`config.mk`:
```
export PLATFORM = sky130hd
export DESIGN_NAME = multi_meter
export DESIGN_NICKNAME = d
export VERILOG_FILES = /design/src/rtl/meter_pkg.sv /design/src/rtl/meter_bin2bcd.sv /design/src/rtl/multi_meter.sv
export SDC_FILE = /design/constraint.sdc
export NUM_CORES = 1
export LEC_CHECK = 0
export BUFFER_PORTS_ARGS = -buffer_cell sky130_fd_sc_hd__buf_2
export CAP_MARGIN = 20
export CORE_ASPECT_RATIO = 0.5
export CORE_MARGIN = 1.5
export CORE_UTILIZATION = 45
export DETAILED_ROUTE_END_ITERATION = 10
export HOLD_SLACK_MARGIN = 0.02
export PLACE_DENSITY = 0.64
export SYNTH_ARGS = -nofsm -noshare
export SYNTH_HDL_FRONTEND = slang
export SYNTH_SLANG_ARGS = --single-unit
```
`constraint.sdc`:
```
create_clock -name i_clk -period 6.28 [get_ports i_clk]
set_clock_uncertainty 0.05 [all_clocks]
set_input_delay 0.314 -clock i_clk [delete_from_list [all_inputs] [get_ports i_clk]]
set_output_delay 0.314 -clock i_clk [all_outputs]
set_load 0.005 [all_outputs]
```
`src/rtl/meter_pkg.sv`:
```
// Shared types, coin amounts and small helpers for the multi-channel parking meter.
package meter_pkg;

  typedef enum logic {
    OP_ADD    = 1'b0,
    OP_PRESET = 1'b1
  } op_e;

  localparam logic [9:0] COIN_0 = 10'd10;
  localparam logic [9:0] COIN_1 = 10'd180;
  localparam logic [9:0] COIN_2 = 10'd200;
  localparam logic [9:0] COIN_3 = 10'd550;

  function automatic logic [9:0] coin_amount(input logic [1:0] code);
    logic [9:0] amt;
    case (code)
      2'd0:    amt = COIN_0;
      2'd1:    amt = COIN_1;
      2'd2:    amt = COIN_2;
      default: amt = COIN_3;
    endcase
    return amt;
  endfunction

  // Double-dabble correction: any BCD digit >= 5 gets +3 before the next shift.
  function automatic logic [15:0] bcd_adj(input logic [15:0] d);
    logic [15:0] r;
    r = d;
    for (int k = 0; k < 4; k++) begin
      if (d[4*k +: 4] >= 4'd5) r[4*k +: 4] = d[4*k +: 4] + 4'd3;
    end
    return r;
  endfunction

endpackage

```
`src/rtl/meter_bin2bcd.sv`:
```
// Sequential double-dabble converter: start loads, CW shift steps, then one output step.
// A start while busy restarts the conversion with the new input.
module meter_bin2bcd
  import meter_pkg::*;
#(
  parameter int CW = 14
) (
  input  logic          i_clk,
  input  logic          i_reset,
  input  logic          i_start,
  input  logic [CW-1:0] i_bin,
  output logic          o_busy,
  output logic          o_done,
  output logic [15:0]   o_bcd
);

  localparam int CNT_W = $clog2(CW + 1);

  logic             r_busy;
  logic [CNT_W-1:0] r_cnt;
  logic [CW-1:0]    r_bin;
  logic [15:0]      r_work;
  logic [15:0]      r_bcd_out;
  logic [15:0]      w_adj;

  assign w_adj  = bcd_adj(r_work);
  assign o_busy = r_busy;
  assign o_done = r_busy && (r_cnt == '0) && !i_start;
  assign o_bcd  = r_bcd_out;

  always_ff @(posedge i_clk) begin
    if (i_reset) begin
      r_busy    <= 1'b0;
      r_cnt     <= '0;
      r_bin     <= '0;
      r_work    <= '0;
      r_bcd_out <= '0;
    end else if (i_start) begin
      r_busy <= 1'b1;
      r_cnt  <= CNT_W'(CW);
      r_bin  <= i_bin;
      r_work <= '0;
    end else if (r_busy) begin
      if (r_cnt != '0) begin
        r_work <= {w_adj[14:0], r_bin[CW-1]};
        r_bin  <= {r_bin[CW-2:0], 1'b0};
        r_cnt  <= r_cnt - CNT_W'(1);
      end else begin
        r_bcd_out <= r_work;
        r_busy    <= 1'b0;
      end
    end
  end

endmodule

```
`src/rtl/multi_meter.sv`:
```
// N-channel parking-meter core: shared 2-stage command pipeline, 1 Hz countdown, BCD/flash display feed.
// Optional METER_AUDIT_EN builds a 32-bit credited-seconds accumulator; otherwise o_audit_total is 0.
module multi_meter
  import meter_pkg::*;
#(
  parameter int NUM_CH     = 4,
  parameter int CW         = 14,
  parameter int MAX_COUNT  = 9999,
  parameter int TICK_DIV   = 100_000_000,
  parameter int FLASH_HALF = 100_000_000,
  parameter int LOW_THRESH = 200,
  localparam int CH_W      = $clog2(NUM_CH)
) (
  input  logic              i_clk,
  input  logic              i_reset,
  input  logic              i_cmd_valid,
  output logic              o_cmd_ready,
  input  logic              i_cmd_op,
  input  logic [CH_W-1:0]   i_cmd_ch,
  input  logic [1:0]        i_cmd_code,
  input  logic [CW-1:0]     i_cmd_val,
  input  logic [CH_W-1:0]   i_disp_sel,
  output logic [15:0]       o_disp_bcd,
  output logic              o_disp_valid,
  output logic              o_blank,
  output logic [NUM_CH-1:0] o_expired,
  output logic [31:0]       o_audit_total
);

  localparam logic [CW:0] MAX_W = (CW+1)'(MAX_COUNT);

  logic [CW-1:0]   r_count [NUM_CH];
  logic [31:0]     r_tick_cnt;
  logic [31:0]     r_flash_cnt;
  logic            r_phase;
  logic            w_tick;

  logic            r_s1_valid, r_s2_valid;
  op_e             r_s1_op, r_s2_op;
  logic [CH_W-1:0] r_s1_ch, r_s2_ch;
  logic [1:0]      r_s1_code, r_s2_code;
  logic [CW-1:0]   r_s1_val, r_s2_val;
  logic            w_accept;

  logic [CW-1:0]   w_cur, w_post, w_add_new, w_pre_new, w_new;
  logic [CW:0]     w_sum;

  assign w_tick      = (r_tick_cnt == 32'(TICK_DIV - 1));
  assign o_cmd_ready = !r_s1_valid;
  assign w_accept    = i_cmd_valid && !r_s1_valid;

  always_ff @(posedge i_clk) begin
    if (i_reset) begin
      r_tick_cnt  <= '0;
      r_flash_cnt <= '0;
      r_phase     <= 1'b0;
    end else begin
      r_tick_cnt <= w_tick ? '0 : r_tick_cnt + 32'd1;
      if (r_flash_cnt == 32'(FLASH_HALF - 1)) begin
        r_flash_cnt <= '0;
        r_phase     <= !r_phase;
      end else begin
        r_flash_cnt <= r_flash_cnt + 32'd1;
      end
    end
  end

  always_ff @(posedge i_clk) begin
    if (i_reset) begin
      r_s1_valid <= 1'b0;
      r_s2_valid <= 1'b0;
      r_s1_op    <= OP_ADD;
      r_s2_op    <= OP_ADD;
      r_s1_ch    <= '0;
      r_s2_ch    <= '0;
      r_s1_code  <= '0;
      r_s2_code  <= '0;
      r_s1_val   <= '0;
      r_s2_val   <= '0;
    end else begin
      r_s1_valid <= w_accept;
      if (w_accept) begin
        r_s1_op   <= op_e'(i_cmd_op);
        r_s1_ch   <= i_cmd_ch;
        r_s1_code <= i_cmd_code;
        r_s1_val  <= i_cmd_val;
      end
      r_s2_valid <= r_s1_valid;
      r_s2_op    <= r_s1_op;
      r_s2_ch    <= r_s1_ch;
      r_s2_code  <= r_s1_code;
      r_s2_val   <= r_s1_val;
    end
  end

  // Shared read-modify-write: the tick decrement is folded in before the coin is added.
  assign w_cur     = r_count[r_s2_ch];
  assign w_post    = w_cur - CW'(w_tick && (w_cur != '0));
  assign w_sum     = {1'b0, w_post} + (CW+1)'(coin_amount(r_s2_code));
  assign w_add_new = (w_sum > MAX_W) ? MAX_W[CW-1:0] : w_sum[CW-1:0];
  assign w_pre_new = ({1'b0, r_s2_val} > MAX_W) ? MAX_W[CW-1:0] : r_s2_val;
  assign w_new     = (r_s2_op == OP_PRESET) ? w_pre_new : w_add_new;

  always_ff @(posedge i_clk) begin
    for (int i = 0; i < NUM_CH; i++) begin
      if (i_reset) begin
        r_count[i] <= '0;
      end else if (r_s2_valid && (r_s2_ch == CH_W'(i))) begin
        r_count[i] <= w_new;
      end else if (w_tick && (r_count[i] != '0)) begin
        r_count[i] <= r_count[i] - CW'(1);
      end
    end
  end

  always_comb begin
    o_expired = '0;
    for (int i = 0; i < NUM_CH; i++) o_expired[i] = (r_count[i] == '0);
  end

`ifdef METER_AUDIT_EN
  logic [31:0] r_audit;
  always_ff @(posedge i_clk) begin
    if (i_reset) r_audit <= '0;
    else if (r_s2_valid && (r_s2_op == OP_ADD)) r_audit <= r_audit + 32'(w_add_new - w_post);
  end
  assign o_audit_total = r_audit;
`else
  assign o_audit_total = '0;
`endif

  // Display: restart conversion on any change of selection or selected count (and once after reset).
  logic [CW-1:0]   w_sel_cnt, r_cnt_q;
  logic [CH_W-1:0] r_sel_q;
  logic            r_init, r_valid, w_restart, w_bcd_busy, w_bcd_done;

  assign w_sel_cnt = r_count[i_disp_sel];
  assign w_restart = r_init || (i_disp_sel != r_sel_q) || (w_sel_cnt != r_cnt_q);

  always_ff @(posedge i_clk) begin
    if (i_reset) begin
      r_init  <= 1'b1;
      r_sel_q <= '0;
      r_cnt_q <= '0;
      r_valid <= 1'b0;
    end else begin
      r_init  <= 1'b0;
      r_sel_q <= i_disp_sel;
      r_cnt_q <= w_sel_cnt;
      if (w_restart) r_valid <= 1'b0;
      else if (w_bcd_done) r_valid <= 1'b1;
    end
  end

  meter_bin2bcd #(.CW(CW)) u_bcd (
    .i_clk   (i_clk),
    .i_reset (i_reset),
    .i_start (w_restart),
    .i_bin   (w_sel_cnt),
    .o_busy  (w_bcd_busy),
    .o_done  (w_bcd_done),
    .o_bcd   (o_disp_bcd)
  );

  assign o_disp_valid = r_valid && !w_bcd_busy && !w_restart;
  assign o_blank      = r_phase && (w_sel_cnt < CW'(LOW_THRESH));

endmodule
```
==> metrics.log, run 1 <==
INFO  metric outcome = finished, final reports clean
INFO  metric cap_violations = 0
INFO  metric place.gp.congestion = 0.942
INFO  metric num-nets-final = 1,441
INFO  metric routed_wl = 30.7 mm
INFO  metric crit_slowest_cell = sky130_fd_sc_hd__mux4_2
INFO  metric grt_antenna_before_repair = 0
INFO  metric critical_path.reg2reg.startpoint = r_s2_ch[0]
INFO  metric worst_r2r_endpoint = r_count[1][5]
INFO  metric critical_path_peak_fanout = 21
INFO  metric postSynthCellCount = 1,332
INFO  metric power_per_cell_area = 253 mW/mm^2
INFO  metric synth-adder-area-share = 0.0333
INFO  metric drive_above_1_share = 0.115
INFO  metric hold_class = input port to flop
INFO  metric cts.path.max_buffers = 3
INFO  metric grt_pass1_wl = 49.3 mm
INFO  metric worstSkewPairLatency = 540 ps
INFO  metric hpwl = 21.5 mm
INFO  metric first_global_vias = 9,241
INFO  metric postCtsSetupBuffers = 0
INFO  metric io_pins = 79
INFO  metric total_grt_overflow = 0
INFO  metric timing.fmax = 171 MHz
INFO  metric cts-buffers-inserted = 23
INFO  metric ff2ff_path_depth = 22
INFO  metric number_of_enable_flip_flop_cells_after_synthesis = 56
INFO  metric layout.filler_cells = 2,381
INFO  metric post_synth_and_or_nand_nor_area_fraction = 0.221
INFO  metric dpl.cell_count = 1,690
INFO  metric initial_utilization = 0.461
INFO  metric final_common_cell = sky130_fd_sc_hd__nor2_1
INFO  metric cp_common_cell = sky130_fd_sc_hd__ha_1
INFO  metric route.vias.total = 9,881
INFO  metric timing.final.crit_period = 5860 ps
INFO  metric buffer_ports.inserted = 46
INFO  metric number_of_clock_sinks = 230
INFO  metric timing.critical_path.slowest_cell_delay = 610 ps
INFO  metric setup-violations-final = 0
INFO  metric fp-row-count = 42
INFO  metric cts.root.buffer_cell = sky130_fd_sc_hd__clkbuf_16
INFO  metric synth-seq-area-share = 0.421
INFO  metric postSynthAreaPerCell = 9.21 sq um
INFO  metric drc = 0
INFO  metric most-common-layout-cells = 184 x sky130_fd_sc_hd__nor2_1, 174 x sky130_fd_sc_hd__dfxtp_1, 103 x sky130_fd_sc_hd__nand2_1, 72 x sky130_fd_sc_hd__xnor2_1
INFO  metric reg2reg_slack = 420 ps
INFO  metric timing.critical_path.cells = buf_12 -> mux4_2 -> or3_1 -> or2_1 -> nor2_1 -> a31oi_1 -> ha_1 -> ha_1 -> inv_1 -> ha_1 -> inv_1 -> fa_1 -> nand2b_1 -> a21oi_1 -> o41ai_2 -> a211oi_2 -> o21bai_1 -> and3_1 -> o221ai_4 -> buf_4 -> a31o_2 -> o22ai_1
INFO  metric maximum_number_of_pins_on_one_net_before_global_route_repair = 86
INFO  metric crit_end = r_count[1][5]
INFO  metric flow.area_growth_from_synthesis = 12.7%
INFO  metric drt_first_pass_iters = 5
INFO  metric instances_no_fill = 1,753
INFO  metric design.die.area = 0.0283 sq mm
INFO  metric ys_seq_elements = 230
INFO  metric drt-initial-drc-count = 877
INFO  metric netlist_area_before_placement = 0.0123 sq mm
INFO  metric final.hold.worst_slack = 246 ps
INFO  metric synth-compound-area-share = 0.112
INFO  metric remaining_antenna_violation_count = 0
INFO  metric hold_violations = 0
INFO  metric clkTransAtPathRegs = 70 ps
INFO  metric core_region_area = 0.0266 sq mm
INFO  metric dieWidth = 236 um
INFO  metric p_leak = 5.12 nW
INFO  metric timing.critical_path.required = 6480 ps
INFO  metric slew-limit-headroom = 0.298
INFO  metric crit_path_end_kind = flop
INFO  metric netlist-cell-type-count = 65
INFO  metric vdd_ir_drop_max = 200 uV
INFO  metric max_slew_violation_count = 0
INFO  metric post_route_setup_tns = 0 ps
INFO  metric critical_path.startpoint_type = flop
INFO  metric final_min_period_over_clock_period = 0.933
INFO  metric top_ff_cell_synth = sky130_fd_sc_hd__dfxtp_1
INFO  metric yosys-mux-area-fraction = 0.0597
INFO  metric synthXorXnorAreaFrac = 0.102
INFO  metric route.detailed.vias_per_inst = 5.64
INFO  metric count_of_synthesis_stage_warnings_from_yosys = 0
INFO  metric arrival = 6060 ps
INFO  metric synthArstFlopShare = 0
INFO  metric clock_h_tree_levels = 1
INFO  metric tightestPinTransition = 1050 ps
INFO  metric timing.critical_path.from = r_s2_ch[0]
INFO  metric wl_per_cell = 17.5 um
INFO  metric rsz0062_at_grt = yes
INFO  metric criticalPathCategory = flop to flop
INFO  metric cts_tree = yes
INFO  metric grt_use_total = 0.215
INFO  metric synth_top_family_by_area = simple AND/OR/NAND/NOR gates
INFO  metric die_y = 120 um
INFO  metric diodes = 0
[layer usage]
layer,vias up,share of wire,GRT usage
li1,4749,-,-
met1,4669,0.45,0.296
met2,422,0.45,0.343
met3,41,0.082,0.0490
met4,0,0.020,0.0561
met5,-,0,0
[registers in the layout (all words and copies together), names as in the netlist, 4 cells and up]
signal and flops:
r_cnt_q 14, r_count 56, r_flash_cnt 32, r_s1_val 14
r_s2_val 14, r_tick_cnt 32, u_bcd.o_bcd 16, u_bcd.r_bin 14
u_bcd.r_cnt 4, u_bcd.r_work 16
[power by group]
part | internal, mW | leakage [nW] | switching, mW
Sequential | 1.57 | 2.00 | 0.0445
Combinational | 0.177 | 2.72 | 0.254
Clock | 0.852 | 0.398 | 0.599
Total | 2.60 | 5.12 | 0.897
[how the worst min path moves through the flow]
stage	from	to	slack, ps	depth (start not counted)
floorplan	i_reset	r_init	290	0
global placement	r_flash_cnt[0]	r_flash_cnt[0]	380	1
detailed placement	r_flash_cnt[0]	r_flash_cnt[0]	390	1
CTS	i_disp_sel[1]	r_sel_q[1]	220	2
global route	i_disp_sel[1]	r_sel_q[1]	240	2
finish	i_disp_sel[1]	r_sel_q[1]	250	2
[layout make-up]
cell class | instances | area [sq um] | share of cell area
well taps | 352 | 440 | 0.0319
clock buffers | 33 | 696 | 0.0503
inverters | 43 | 161 | 0.0117
multi-input cells | 1004 | 6640 | 0.480
clock inverters | 8 | 93.8 | 0.00679
repair buffers | 83 | 628 | 0.0454
flip-flops and latches | 230 | 5160 | 0.374
[cell families after synthesis]
family	after synthesis
XOR/XNOR	143
AO/OA/AOI/OAI	210
buffers and inverters	129
flip-flops	230
adder cells (fa/ha/maj)	32
multiplexers	38
other	1
AND/OR/NAND/NOR	549
[metrics by stage]
step	instance area, sq um	total power, mW	setup slack, ps	utilization
after global placement	12700	2.04	351	0.479
after detailed placement	12700	2.05	231	0.479
after CTS	13700	3.50	217	0.516
after floorplan	12400	1.94	759	-
after global routing	13800	3.62	-20.3	0.520
final	13800	3.49	420	0.520
[Yosys cell counts, types with 16 or more instances]
cell,number,area share
sky130_fd_sc_hd__nand2_1,103,0.032
sky130_fd_sc_hd__ha_1,31,0.032
sky130_fd_sc_hd__nor2_1,184,0.056
sky130_fd_sc_hd__xor2_1,70,0.050
sky130_fd_sc_hd__o22ai_1,33,0.017
sky130_fd_sc_hd__nand2b_1,21,0.011
sky130_fd_sc_hd__nor2b_1,42,0.021
sky130_fd_sc_hd__o22a_1,20,0.014
sky130_fd_sc_hd__and3_1,16,0.0082
sky130_fd_sc_hd__mux4_2,28,0.051
sky130_fd_sc_hd__nor4_1,20,0.010
sky130_fd_sc_hd__buf_4,32,0.020
sky130_fd_sc_hd__xnor2_1,73,0.052
sky130_fd_sc_hd__inv_1,43,0.013
sky130_fd_sc_hd__clkbuf_1,44,0.013
sky130_fd_sc_hd__edfxtp_1,56,0.14
sky130_fd_sc_hd__nand3_1,42,0.017
sky130_fd_sc_hd__o21ai_0,24,0.0098
sky130_fd_sc_hd__dfxtp_1,174,0.28
sky130_fd_sc_hd__a21oi_1,70,0.029
sky130_fd_sc_hd__nor3_1,45,0.018
[critical path: cells and delay by family (launching register included)]
kind            cells  cell delay [ps]
buf+inv             4              580
fa+ha+maj           4             1090
simple gates        5             1290
compound gates      8             1580
flops               1              360
mux                 1              610
[what timing repair did]
action                                  CTS  global route
hold buffers                             19             0
hold endpoints to repair                 19             0
resized for setup                         0             5
endpoints found under the setup margin    0            52
(Power assumes the default switching activity.)
==> run 2, diff against run 1 <==
--- a/config.mk
+++ b/config.mk
@@ -6,8 +6,9 @@
 export NUM_CORES = 1
 export LEC_CHECK = 0
+export ABC_AREA = 1
 export BUFFER_PORTS_ARGS = -buffer_cell sky130_fd_sc_hd__buf_2
 export CAP_MARGIN = 20
 export CORE_ASPECT_RATIO = 0.5
-export CORE_MARGIN = 1.5
+export CORE_MARGIN = 8
 export CORE_UTILIZATION = 45
 export DETAILED_ROUTE_END_ITERATION = 10
==> constraint.sdc (replaced) <==
create_clock -name i_clk -period 6.28 [get_ports i_clk]
set_clock_uncertainty 0.05 [all_clocks]
set_input_delay 0.942 -clock i_clk [delete_from_list [all_inputs] [get_ports i_clk]]
set_output_delay 0.942 -clock i_clk [all_outputs]
set_load 0.005 [all_outputs]
==> metrics.log, run 2 <==
INFO  metric most-common-layout-cells = 387 x sky130_fd_sc_hd__nand2_1, 214 x sky130_fd_sc_hd__nor2_1, 213 x sky130_fd_sc_hd__inv_1, 173 x sky130_fd_sc_hd__dfxtp_1, 138 x sky130_fd_sc_hd__nand3_1 (was 184 x sky130_fd_sc_hd__nor2_1, 174 x sky130_fd_sc_hd__dfxtp_1, 103 x sky130_fd_sc_hd__nand2_1, 72 x sky130_fd_sc_hd__xnor2_1)
INFO  metric outcome = finished, final reports clean (unchanged)
INFO  metric cts-buffers-inserted = 23 (unchanged)
INFO  metric place.gp.congestion = 0.972 (was 0.942)
INFO  metric rsz0062_at_grt = no (was yes)
INFO  metric hold_violations = 0 (unchanged)
INFO  metric io_pins = 79 (unchanged)
INFO  metric largestRegisters = r_count (56), r_flash_cnt (32), r_tick_cnt (32) (unchanged)
INFO  metric design.die.area = 0.0350 sq mm (was 0.0283 sq mm)
INFO  metric layout.filler_cells = 2,935 (was 2,381)
INFO  metric postSynthCellCount = 1,797 (was 1,332)
INFO  metric cts-hold-fix-buffers = 0 (was 19)
INFO  metric final_common_cell = sky130_fd_sc_hd__nand2_1 (was sky130_fd_sc_hd__nor2_1)
INFO  metric critical_path.reg2reg.startpoint = r_s2_ch[0] (unchanged)
INFO  metric critical_path.startpoint_type = flop (unchanged)
INFO  metric hpwl = 27.0 mm (was 21.5 mm)
INFO  metric power_per_cell_area = 243 mW/mm^2 (was 253 mW/mm^2)
INFO  metric vdd_ir_drop_max = 156 uV (was 200 uV)
INFO  metric synth-compound-area-share = 0.113 (was 0.112)
INFO  metric yosys.cell_count.top_type = sky130_fd_sc_hd__nand2_1 (was sky130_fd_sc_hd__nor2_1)
INFO  metric diodes = 0 (unchanged)
INFO  metric postLayoutCoreUtil = 0.496 (was 0.520)
INFO  metric total_number_of_cells_along_the_worst_setup_path = 33 (was 22)
INFO  metric critical_path_peak_fanout = 13 (was 21)
INFO  metric drive_above_1_share = 0.0896 (was 0.115)
INFO  metric ys_top_cells_by_count = 387 x sky130_fd_sc_hd__nand2_1, 215 x sky130_fd_sc_hd__nor2_1, 213 x sky130_fd_sc_hd__inv_1, 174 x sky130_fd_sc_hd__dfxtp_1, 138 x sky130_fd_sc_hd__nand3_1 (was 184 x sky130_fd_sc_hd__nor2_1, 174 x sky130_fd_sc_hd__dfxtp_1, 103 x sky130_fd_sc_hd__nand2_1, 73 x sky130_fd_sc_hd__xnor2_1)
INFO  metric remaining_antenna_violation_count = 0 (unchanged)
INFO  metric arrival = 5850 ps (was 6060 ps)
INFO  metric slew-limit-headroom = 0.306 (was 0.298)
INFO  metric ff2ff_path_depth = 33 (was 22)
INFO  metric top_ff_cell_synth = sky130_fd_sc_hd__dfxtp_1 (unchanged)
INFO  metric route.detailed.vias_per_inst = 5.20 (was 5.64)
INFO  metric yosys-mux-area-fraction = 0 (was 0.0597)
INFO  metric post_synth_and_or_nand_nor_area_fraction = 0.311 (was 0.221)
INFO  metric cts.path.max_buffers = 3 (unchanged)
INFO  metric drt-initial-drc-count = 906 (was 877)
INFO  metric grt_antenna_before_repair = 0 (unchanged)
INFO  metric postSynthAreaPerCell = 7.26 sq um (was 9.21 sq um)
INFO  metric max_slew_violation_count = 0 (unchanged)
INFO  metric setup-violations-final = 0 (unchanged)
INFO  metric instances_no_fill = 2,233 (was 1,753)
INFO  metric synthArstFlopShare = 0 (unchanged)
INFO  metric timing.fmax = 181 MHz (was 171 MHz)
INFO  metric routed_wl = 36.8 mm (was 30.7 mm)
INFO  metric grt_use_total = 0.206 (was 0.215)
INFO  metric critPathTopFamily = simple AND/OR/NAND/NOR gates (was compound AO/OA/AOI/OAI gates)
INFO  metric largest_register_ffs = 56 (unchanged)
INFO  metric clkTransAtPathRegs = 70 ps (about the same)
INFO  metric die_y = 136 um (was 120 um)
INFO  metric initial_utilization = 0.454 (was 0.461)
INFO  metric num-nets-final = 1,881 (was 1,441)
INFO  metric cts.root.buffer_cell = sky130_fd_sc_hd__clkbuf_16 (unchanged)
INFO  metric grt_pass1_wl = 58.3 mm (was 49.3 mm)
INFO  metric drc = 0 (unchanged)
INFO  metric timing.critical_path.slowest_cell_delay = 590 ps (was 610 ps)
INFO  metric tightestPinTransition = 1030 ps (was 1050 ps)
INFO  metric netlist-cell-type-count = 53 (was 65)
INFO  metric ys_seq_elements = 230 (unchanged)
INFO  metric number_of_enable_flip_flop_cells_after_synthesis = 56 (unchanged)
INFO  metric synth-adder-area-share = 0.0313 (was 0.0333)
INFO  metric final_min_period_over_clock_period = 0.878 (was 0.933)
INFO  metric netlist_area_before_placement = 0.0130 sq mm (was 0.0123 sq mm)
INFO  metric worstSkewPairLatency = 530 ps (was 540 ps)
INFO  metric synthXorXnorAreaFrac = 0.0470 (was 0.102)
INFO  metric synth_top_family_by_area = simple AND/OR/NAND/NOR gates (unchanged)
INFO  metric dieWidth = 257 um (was 236 um)
INFO  metric total_grt_overflow = 0 (unchanged)
INFO  metric drt_first_pass_iters = 6 (was 5)
INFO  metric share_of_the_synthesized_area_in_the_top_cell_type = 0.267 (was 0.284)
INFO  metric cts_tree = yes (unchanged)
INFO  metric crit_path_end_kind = flop (unchanged)
INFO  metric core_region_area = 0.0287 sq mm (was 0.0266 sq mm)
INFO  metric synth_top_area_cell = sky130_fd_sc_hd__dfxtp_1 (unchanged)
INFO  metric cp_common_cell = sky130_fd_sc_hd__nand2_1 (was sky130_fd_sc_hd__ha_1)
INFO  metric buffer_ports.inserted = 46 (unchanged)
INFO  metric hold_path_start = r_s1_val[7] (was i_disp_sel[1])
INFO  metric synth_area_leaders = sky130_fd_sc_hd__dfxtp_1 27%, sky130_fd_sc_hd__edfxtp_1 13%, sky130_fd_sc_hd__nand2_1 11% (was sky130_fd_sc_hd__dfxtp_1 28%, sky130_fd_sc_hd__edfxtp_1 14%, sky130_fd_sc_hd__nor2_1 5.6%)
INFO  metric criticalPathCategory = flop to flop (unchanged)
INFO  metric worst-path-buf-inv = 1 (was 4)
INFO  metric timing.critical_path.required = 6620 ps (was 6480 ps)
INFO  metric hold-path-cell-count = 2 (unchanged)
INFO  metric fin_total_pwr = 3.47 mW (was 3.49 mW)
INFO  metric maximum_number_of_pins_on_one_net_before_global_route_repair = 75 (was 86)
INFO  metric number_of_clock_sinks = 230 (unchanged)
INFO  metric final.hold.worst_slack = 360 ps (was 246 ps)
INFO  metric timing.final.crit_period = 5510 ps (was 5860 ps)
INFO  metric cap_violations = 0 (unchanged)
INFO  metric post_route_setup_tns = 0 ps (unchanged)
INFO  metric crit_slowest_cell = sky130_fd_sc_hd__dfxtp_1 (was sky130_fd_sc_hd__mux4_2)
INFO  metric synth-seq-area-share = 0.396 (was 0.421)
INFO  metric clock_h_tree_levels = 1 (unchanged)
INFO  metric hold_class = flop to flop (was input port to flop)
INFO  metric largest-register = r_count (unchanged)
INFO  metric dpl.cell_count = 2,191 (was 1,690)
INFO  metric wl_per_cell = 16.5 um (was 17.5 um)
INFO  metric p_leak = 6.13 nW (was 5.12 nW)
INFO  metric fp-row-count = 44 (was 42)
INFO  metric first_global_vias = 10,700 (was 9,241)
INFO  metric count_of_synthesis_stage_warnings_from_yosys = 0 (unchanged)
INFO  metric timing.critical_path.from = r_s2_ch[0] (unchanged)
INFO  metric route.vias.total = 11,604 (was 9,881)
INFO  metric flow.area_growth_from_synthesis = 9.30% (was 12.7%)
## run 2: stage by stage
step,setup slack (ps),cell area [sq um]
final,769,14300
after global routing,266,14300
after CTS,616,14300
after detailed placement,642,13500
after global placement,703,13500
after floorplan,2000,13200
## run 2: routing by layer
layer,global-route usage,part of all wire
met1,0.273,0.46
met2,0.322,0.43
met3,0.0491,0.074
met4,0.0816,0.042
met5,0,0
## run 2: cell families after synthesis
logic type      after synthesis
fa+ha+maj                    32
simple gates                910
xor+xnor                     70
other cells                   1
buf+inv                     305
flops                       230
compound gates              249
## run 2: worst paths after layout
kind | to | slack (ps)
hold reg to reg | r_s2_val[7] | 360
hold / removal | r_s2_val[7] | 360
setup reg to reg | r_count[3][4] | 770
setup / recovery | r_count[3][4] | 770
## run 2: cell type report
class / instances / area (sq um) / area share
clock buffers: 29 / 649 / 0.0455
flip-flops and latches: 230 / 5170 / 0.362
multi-input cells: 1293 / 6700 / 0.470
well taps: 391 / 489 / 0.0343
inverters: 219 / 822 / 0.0576
clock inverters: 13 / 111 / 0.00781
repair buffers: 58 / 324 / 0.0227
## run 2: worst reg2reg max path: cells and delay by family (launching register included)
family                   cells  cell delay, ps
XOR/XNOR                     1             150
AO/OA/AOI/OAI                1             270
adder cells (fa/ha/maj)      3             810
buffers and inverters        1             110
flip-flops                   1             590
AND/OR/NAND/NOR             27            3390
## run 2: power breakdown
group	internal, mW	switching (mW)
clock	0.785	0.627
combinational	0.130	0.304
sequential	1.57	0.0507
## run 2: timing repair
action | in CTS | in global routing
endpoints found under the setup margin | 0 | 16
endpoints found under the hold margin | 0 | 0
resized for setup | 0 | 1
buffers inserted | 0 | 0
